`config.mk`:
```
export PLATFORM = sky130hd
export DESIGN_NAME = b03_fifo_sched
export DESIGN_NICKNAME = d
export VERILOG_FILES = /design/src/rtl/b03_fifo_sched.sv
export SDC_FILE = /design/constraint.sdc
export NUM_CORES = 1
export LEC_CHECK = 0
export ABC_AREA = 1
export CORE_MARGIN = 10
export CORE_UTILIZATION = 45
export CTS_CLUSTER_DIAMETER = 50
export DETAILED_ROUTE_END_ITERATION = 8
export PLACE_DENSITY = 0.68
export SLEW_MARGIN = 20
export SYNTH_ARGS = -nofsm -noshare
export SYNTH_HDL_FRONTEND = slang
export SYNTH_SLANG_ARGS = --single-unit
```
`constraint.sdc`:
```
create_clock -name clock -period 3.3 [get_ports clock]
set_input_delay 0.66 -clock clock [delete_from_list [all_inputs] [get_ports clock]]
set_output_delay 0.66 -clock clock [all_outputs]
set_load 0.05 [all_outputs]
```
`src/rtl/b03_fifo_sched.sv`:
```
// First-come-first-served scheduler sharing one resource among 4 requesters.
// Pending requester IDs sit in an in-order queue; a hold-time watchdog
// forcibly revokes a grant that is never released.
module b03_fifo_sched #(
    parameter int MAX_HOLD = 15,
    parameter int HOLD_W   = 4
) (
    input  logic       clock,
    input  logic       reset,
    input  logic [3:0] req,
    input  logic [3:0] done,
    output logic [3:0] grant,
    output logic       busy,
    output logic       timeout,
    output logic [2:0] q_count
);

    localparam logic [1:0] IDLE  = 2'd0;
    localparam logic [1:0] GRANT = 2'd1;
    localparam logic [1:0] GAP   = 2'd2;

    localparam logic [HOLD_W-1:0] HOLD_LAST = HOLD_W'(MAX_HOLD - 1);

    logic [1:0]        state;
    logic [1:0]        owner;
    logic [HOLD_W-1:0] hold;

    logic [1:0] q [4];
    logic [3:0] pending;

    logic [1:0] q_nxt [4];
    logic [2:0] cnt_nxt;
    logic [3:0] pend_nxt;
    logic       pop;
    logic [3:0] head_oh;
    logic [3:0] owner_mask;
    logic [3:0] arrive;

    // Pop happens whenever the resource is free and someone is waiting;
    // the current owner is excluded from re-enqueueing while it holds grant.
    always_comb begin
        pop        = (state != GRANT) && (q_count != 3'd0);
        head_oh    = 4'b0001 << q[0];
        owner_mask = (state == GRANT) ? (4'b0001 << owner) : 4'b0000;
        arrive     = req & ~pending & ~owner_mask;
    end

    // Next queue contents: drop the head on pop, then append new arrivals
    // in index order behind the surviving entries.
    always_comb begin
        q_nxt   = q;
        cnt_nxt = q_count;
        if (pop) begin
            for (int k = 0; k < 3; k++) begin
                q_nxt[k] = q[k+1];
            end
            q_nxt[3] = 2'd0;
            cnt_nxt  = q_count - 3'd1;
        end
        // Each ID is queued at most once, so cnt_nxt never exceeds 3 here.
        for (int i = 0; i < 4; i++) begin
            if (arrive[i]) begin
                q_nxt[cnt_nxt[1:0]] = 2'(i);
                cnt_nxt             = cnt_nxt + 3'd1;
            end
        end
        pend_nxt = (pending | arrive) & ~(pop ? head_oh : 4'b0000);
    end

    // Queue storage, occupancy and per-requester pending flags.
    always_ff @(posedge clock or negedge reset) begin
        if (!reset) begin
            for (int k = 0; k < 4; k++) begin
                q[k] <= 2'd0;
            end
            q_count <= 3'd0;
            pending <= 4'b0000;
        end else begin
            q       <= q_nxt;
            q_count <= cnt_nxt;
            pending <= pend_nxt;
        end
    end

    // Grant sequencer: IDLE -> GRANT on pop, GRANT -> GAP on done or
    // watchdog expiry, GAP always lasts one cycle with grant low.
    always_ff @(posedge clock or negedge reset) begin
        if (!reset) begin
            state   <= IDLE;
            owner   <= 2'd0;
            hold    <= '0;
            grant   <= 4'b0000;
            busy    <= 1'b0;
            timeout <= 1'b0;
        end else begin
            timeout <= 1'b0;
            case (state)
                IDLE, GAP: begin
                    if (pop) begin
                        state <= GRANT;
                        owner <= q[0];
                        grant <= head_oh;
                        hold  <= '0;
                        busy  <= 1'b1;
                    end else begin
                        state <= IDLE;
                    end
                end
                GRANT: begin
                    hold <= hold + HOLD_W'(1);
                    // done outranks the watchdog when both land on one edge
                    if (done[owner]) begin
                        state <= GAP;
                        grant <= 4'b0000;
                        busy  <= 1'b0;
                    end else if (hold == HOLD_LAST) begin
                        state   <= GAP;
                        grant   <= 4'b0000;
                        busy    <= 1'b0;
                        timeout <= 1'b1;
                    end
                end
                default: begin
                    state <= IDLE;
                    grant <= 4'b0000;
                    busy  <= 1'b0;
                end
            endcase
        end
    end

endmodule

```
==> run_results.csv <==
group,metric,value,unit
floorplan,row_count,24,
clock_network,tritoncts_num_sinks,29,
routing,met2_length,2.20,mm
global_route,groute.usage.overall,0.131,
synthesis,syn_area_per_cell,7.83,µm²
synthesis,yosysWarningCount,0,
routing,wl_on_met1,2.12,mm
routing,detail_route.wl_per_cell,13.5,µm
worst_setup_path,critical_path.cell_chain,"inv_2, ha_2, nand2_4, nand2_4, nand2_1, nand2_2, inv_1, ha_1, nand2_2, nand2_2, ha_1, or2_2, nand2_1, inv_1, ha_1, nand3_2, xnor2_1, nand2_1, nand2_1, nand4_1, nand2_1, inv_1",
cells_and_area,antenna_cells,0,
worst_setup_path,cp.required,3.49,ns
synthesis,post_synth_inst_count,256,
synthesis,synth_fp_nets,282,
cells_and_area,total_of_fill_cells_in_the_finished_design,418,
cells_and_area,final_layout_size_suffix_gt1_frac,0.205,
clock_network,htree_num_levels,2,
worst_setup_path,crit_family,"simple AND/OR/NAND/NOR gates",
floorplan,coreArea,4320,µm²
worst_setup_path,worst_path_max_delay_cell,"sky130_fd_sc_hd__dfrtp_2",
routing,routed-via-count,1725,
placed_design,pre_cts_slack,0.0337,ns
floorplan,die_w,86.8,µm
worst_hold_path,whs_endpoint,"grant[2]",
routing,routed.top_layer,"met4",
sta,setup_viol_count_final,0,
synthesis,synth.distinct_cells,29,
floorplan,die-area,7530,µm²
cells_and_area,synthToLayoutAreaGrowth,22.6,%
sta,hold_viol_final,0,
worst_setup_path,rr_endpoint,"q_count[2]",
worst_setup_path,cp.buffers_inverters,4,
routing,dr_wl_met3,173,µm
synthesis,synth-seq-cells,29,
global_route,grt_antenna_before_repair,0,
clock_network,total_cts_buffers,5,
sta,relative_slew_slack,0.629,
clock_network,clock_input_transition_at_the_sequential_cells_of_the_worst_setup_and_hold_paths,0.07,ns
floorplan,die_y,86.8,µm
routing,wirelength,4.63,mm
worst_hold_path,worst_hold_startpoint,"grant[2]",
placed_design,post-place-cells,333,
clock_network,tritoncts,"yes",
sta,layout_worst_path_cycle_share,0.939,
routing,routed_antenna_nets,0,
placed_design,gp_congestion,0.932,
synthesis,mappedNetlistArea,2010,µm²
floorplan,io_pins,19,
routing,routed_via_density,5.01,
placed_design,numPortBuffers,18,
sta,final.setup_skew,0.00718,ns
sta,slew_violations,0,
synthesis,proportion_of_synthesized_chip_area_in_sequential_cells,0.362,
worst_setup_path,critPathMaxStageDelay,0.41,ns
routing,remaining_drc_errors,0,
cells_and_area,finish.utilization,0.569,
floorplan,floorplan.initialDensity,0.464,
clock_network,ctsLongestPathBuffers,2,
sta,setup_ws,0.203,ns
worst_setup_path,timing.critical_path.fanout_max,6,
global_route,globalRoute.totalOverflow,0,
sta,slew_at_the_pin_closest_to_its_max_slew_limit,0.554,ns
worst_hold_path,min_path_cells,2,
worst_hold_path,hold_class,"flip-flop to flip-flop",
sta,total_negative_setup_slacks,0,ns
global_route,grt_pass1_vias,1745,
clock_network,insertion_delay,0.29,ns
worst_setup_path,rr_worst_depth,22,
worst_setup_path,critical_path_class,"flip-flop to flip-flop",
worst_setup_path,setup.reg_to_reg.worst_slack,0.20,ns
placed_design,dp_hpwl,3.58,mm
worst_setup_path,crit_path_frequent_cell,"sky130_fd_sc_hd__nand2_1",
cells_and_area,layoutNonFillerInstCount,344,
routing,dr.pass1.iters,4,
run_status,outcome,"complete, no violations",
routing,drt-initial-drc-count,95,
clock_network,clock_tree.root_cell,"sky130_fd_sc_hd__clkbuf_8",
worst_setup_path,setup.worst_path.start_class,"flip-flop",
sta,timing.final.crit_period,3.10,ns
worst_setup_path,timing.rr.start,"q_count[1]",
cells_and_area,finalNetCount,317,
synthesis,synthDominantAreaCellType,"sky130_fd_sc_hd__dfrtp_1",
sta,timing.fmax,323,MHz
worst_setup_path,arrival_time_worst_endpoint,3.29,ns
synthesis,netlist.area_leader.share,0.362,
global_route,global_route_wire_length_before_repair,7.94,mm
synthesis,post_synth_main_area_contributors,"sky130_fd_sc_hd__dfrtp_1 36%, sky130_fd_sc_hd__nand2_1 13%, sky130_fd_sc_hd__ha_1 10%, sky130_fd_sc_hd__inv_1 6.6%, sky130_fd_sc_hd__nand3_1 5.5%",
global_route,pin_count_of_the_biggest_net_entering_global_routing,30,
run,drv.max_cap_violation_count,0,
worst_setup_path,critical_path.endpoint_type,"flip-flop",
through the flow:
step,instance area [µm²],hold slack (ns)
final,2460,0.534
after global routing,2460,0.567
after CTS,2420,0.543
after detailed placement,2300,0.532
after global placement,2300,0.528
after floorplan,2010,0.364
cells in the mapped netlist (all sizes together):
master and count:
ha 16, xnor2 3, nand2 85, o32ai 3, o211ai 2, dfrtp 29, inv 38, nor3 2
nand3 28, xor2 1, buf 1, or2 3, a21oi 3, o21ai 6, nor2 23, o22ai 1
nand4 4, clkbuf 1, o2111ai 3, a31oi 4
sequential cells by signal (all words and copies together) (netlist names):
register	cells
q	8
grant	4
hold	4
pending	4
q_count	3
owner	2
state	2
busy	1
timeout	1
logic make-up after synthesis:
kind of cell | after synthesis | share of synthesized area
compound gates | 22 | 0.0774
xor+xnor | 4 | 0.0175
buf+inv | 40 | 0.0805
simple gates | 145 | 0.363
fa+ha+maj | 16 | 0.0998
flops | 29 | 0.362
worst max-delay path by stage:
stage	from	to	depth (start not counted)	slack [ns]
floorplan	q_count[0]	q_count[2]	23	0.007
global placement	req[0]	q_count[2]	19	0.09
detailed placement	req[0]	q_count[2]	19	0.03
CTS	q_count[0]	q_count[2]	23	0.05
global route	q_count[1]	q_count[2]	23	-0.02
finish	q_count[1]	q_count[2]	22	0.20
repair_timing:
action | in CTS | in global routing
hold buffers | 0 | 0
endpoints found under the setup margin | 0 | 10
gates resized for setup | 0 | 7
buffers inserted | 0 | 3
routing by layer:
metal	up-vias	global-route usage
met1	792	0.167
met3	12	0.0244
met2	29	0.206
met5	-	0
li1	892	-
met4	0	0.0692
cell type report:
type                    instances  area, µm²  share of cell area
flip-flops and latches         29        728               0.296
clock inverters                 3       46.3              0.0188
well taps                      52       65.1              0.0264
clock buffers                   5       68.8              0.0280
multi-input cells             187       1140               0.463
repair buffers                 30        270               0.110
inverters                      38        143              0.0580
cell usage in the layout, fill, tap and decap left out, drive strengths merged:
| cell | count |
|---|---|
| nand2 | 85 |
| inv | 38 |
| dfrtp | 29 |
| nand3 | 28 |
| nor2 | 23 |
| clkdlybuf4s50 | 18 |
| ha | 16 |
| buf | 12 |
| o21ai | 6 |
| clkbuf | 5 |
| a31oi | 4 |
| nand4 | 4 |
| or2 | 3 |
| o2111ai | 3 |
| xnor2 | 3 |
| o32ai | 3 |
| a21oi | 3 |
| o211ai | 2 |
| nor3 | 2 |
| xor2 | 1 |
| o22ai | 1 |
| clkinvlp | 1 |
| bufinv | 1 |
| clkinv | 1 |
worst reg2reg max path: cells and delay by family, from the launching register on:
| kind | cells | cell delay, ns |
|---|---|---|
| flip-flops | 1 | 0.41 |
| buffers and inverters | 4 | 0.21 |
| AND/OR/NAND/NOR | 13 | 1.31 |
| adder cells (fa/ha/maj) | 4 | 0.93 |
| XOR/XNOR | 1 | 0.13 |
Power is left out: the tool's default activity adds up to more than one toggle a clock period on the data nets, which glitch-free logic cannot reach.
==> variant: new RTL, same flow settings <==
The parameter `HOLD_W` goes from 4 to 5.
--- a/src/rtl/b03_fifo_sched.sv
+++ b/src/rtl/b03_fifo_sched.sv
@@ -5,3 +5,3 @@
     parameter int MAX_HOLD = 15,
-    parameter int HOLD_W   = 4
+    parameter int HOLD_W   = 5
 ) (
Function: same outputs for any inputs over 4 cycles, from zero or initial values and one cycle with reset low; that may be too few to reach the edited logic, so the function may still have changed.
==> variant against the original RTL <==
Final area is 2.1% higher. Worst setup slack improved by 23 ps. Non-clock buffer count rose by 1. Die area is 2.5% higher. Wire length shrank 0.28%. Area after synthesis is 3.3% higher. Sequential cell count is 1 higher. Highest routed layer unchanged.
Power is left out: the tool's default activity adds up to more than one toggle a clock period on the data nets, which glitch-free logic cannot reach.
==> variant: results <==
group,metric,value,unit
layout,nNetsFinal,318,
placement,io_buffers,18,
outcome,status,"finished clean",
cts,clk_pin_slew,70,ps
detailed_routing,dr.pass1.iters,4,
synthesis,postSynth.asyncResetShare,100,%
placement,dp_hpwl,3650,um
grt,grt_start_max_net_pins,18,
grt,grt_use_total,12.4,%
setup_path,path_class,"register to register",
cts,htree_levels,2,
grt,grt_pass1_wl,7520,um
placement,gp_congestion,0.874,
setup_path,ff2ff_path_depth,22,
synthesis,synth_common_cells,"nand2_1, inv_1, dfrtp_1",
synthesis,synth_cell_type_count,32,
layout,diodes,0,
hold_path,hp-class,"register to register",
detailed_routing,wirelength,4620,um
setup_path,crit_fanout,4,
cts,clock_latency,280,ps
cts,cts_root_buf,"clkbuf_8",
setup_path,crit-reg2reg-capture,"q_count[2]",
synthesis,yosys_warnings,0,
setup_path,reg2reg_slack,230,ps
layout,fillers,415,
synthesis,syn-num-nets,282,
detailed_routing,drtIter0Drc,125,
sta,tightestPinTransition,792,ps
synthesis,yosysSeqAreaShare,36.2,%
grt,antenna_found_initial,0,
setup_path,critPathLaunch,"q_count[1]",
sta,skew,6.06,ps
grt,grt_pass1_vias,1610,
synthesis,syn_inst,256,
synthesis,yosys-top-cells-area,"dfrtp_1, nand2_1, ha_1",
layout,drive_above_1_share,21.9,%
detailed_routing,routed_via_density,5.08,
## variant: cell types whose count changed after synthesis, moves of 2 or more
cell / change
nand2_4: +2
xnor2_1: -2
nand3_2: +2
o21ai_0: +5
xor2_1: +2
inv_1: +4
nand2_2: -2
nor2_1: -7
nand2_1: -8
## variant: layout make-up
cell class | instances | area, sq um | share of cell area [%]
multi-input cells | 183 | 1180 | 47.0
flip-flops and latches | 30 | 753 | 30.0
well taps | 52 | 65.1 | 2.59
inverters | 41 | 156 | 6.23
clock buffers | 5 | 68.8 | 2.74
repair buffers | 31 | 278 | 11.1
clock inverters | 2 | 10.0 | 0.398
## variant: how the worst min path moves through the flow
stage | depth (start not counted) | end | startpoint | slack (ps)
after floorplan | 0 | busy | reset | 360
after global placement | 2 | pending[0] | pending[0] | 520
after detailed placement | 2 | pending[0] | pending[0] | 520
after CTS | 2 | pending[0] | pending[0] | 520
after global routing | 2 | grant[0] | grant[0] | 550
final | 2 | pending[0] | pending[0] | 520
## variant: through the flow
stage                     setup slack [ps]  cell area, sq um
after global placement                65.7              2400
after floorplan                       44.9              2090
after global routing                 -21.0              2510
after detailed placement              2.89              2400
after CTS                             25.2              2470
final                                  226              2510
## variant: layer usage
| layer | GRT usage [%] | wire length, um |
|---|---|---|
| met1 | 15.9 | 2150 |
| met2 | 19.6 | 2160 |
| met3 | 3.06 | 248 |
| met4 | 4.78 | 63 |
| met5 | 0 | 0 |
## variant: timing repair
item / CTS / global route
buffers inserted: 0 / 2
resized for setup: 0 / 8
endpoints found under the setup margin: 0 / 10
## variant: critical path, stage by stage, from the launching register on
cell	delay (ps)
dfrtp_2	420
inv_4	70
ha_4	160
nand2_8	70
nand2_4	80
nand2_1	70
nand2_2	90
inv_1	60
ha_1	290
nand2_2	90
nand2_2	70
ha_1	270
or2_2	310
nand2_2	80
inv_1	50
ha_1	210
nand3_2	120
xnor2_1	120
nand2_1	70
nand2_1	70
nand4_1	80
nand2_1	80
inv_1	30
## variant: kinds of logic (layout without fill, tap and decap cells)
kind of cell,count (synthesis),in the layout,synth area share [%]
simple gates,135,135,35.4
buf+inv,43,79,8.33
flops,30,30,36.2
compound gates,28,28,8.64
fa+ha+maj,16,16,9.66
xor+xnor,4,4,1.69
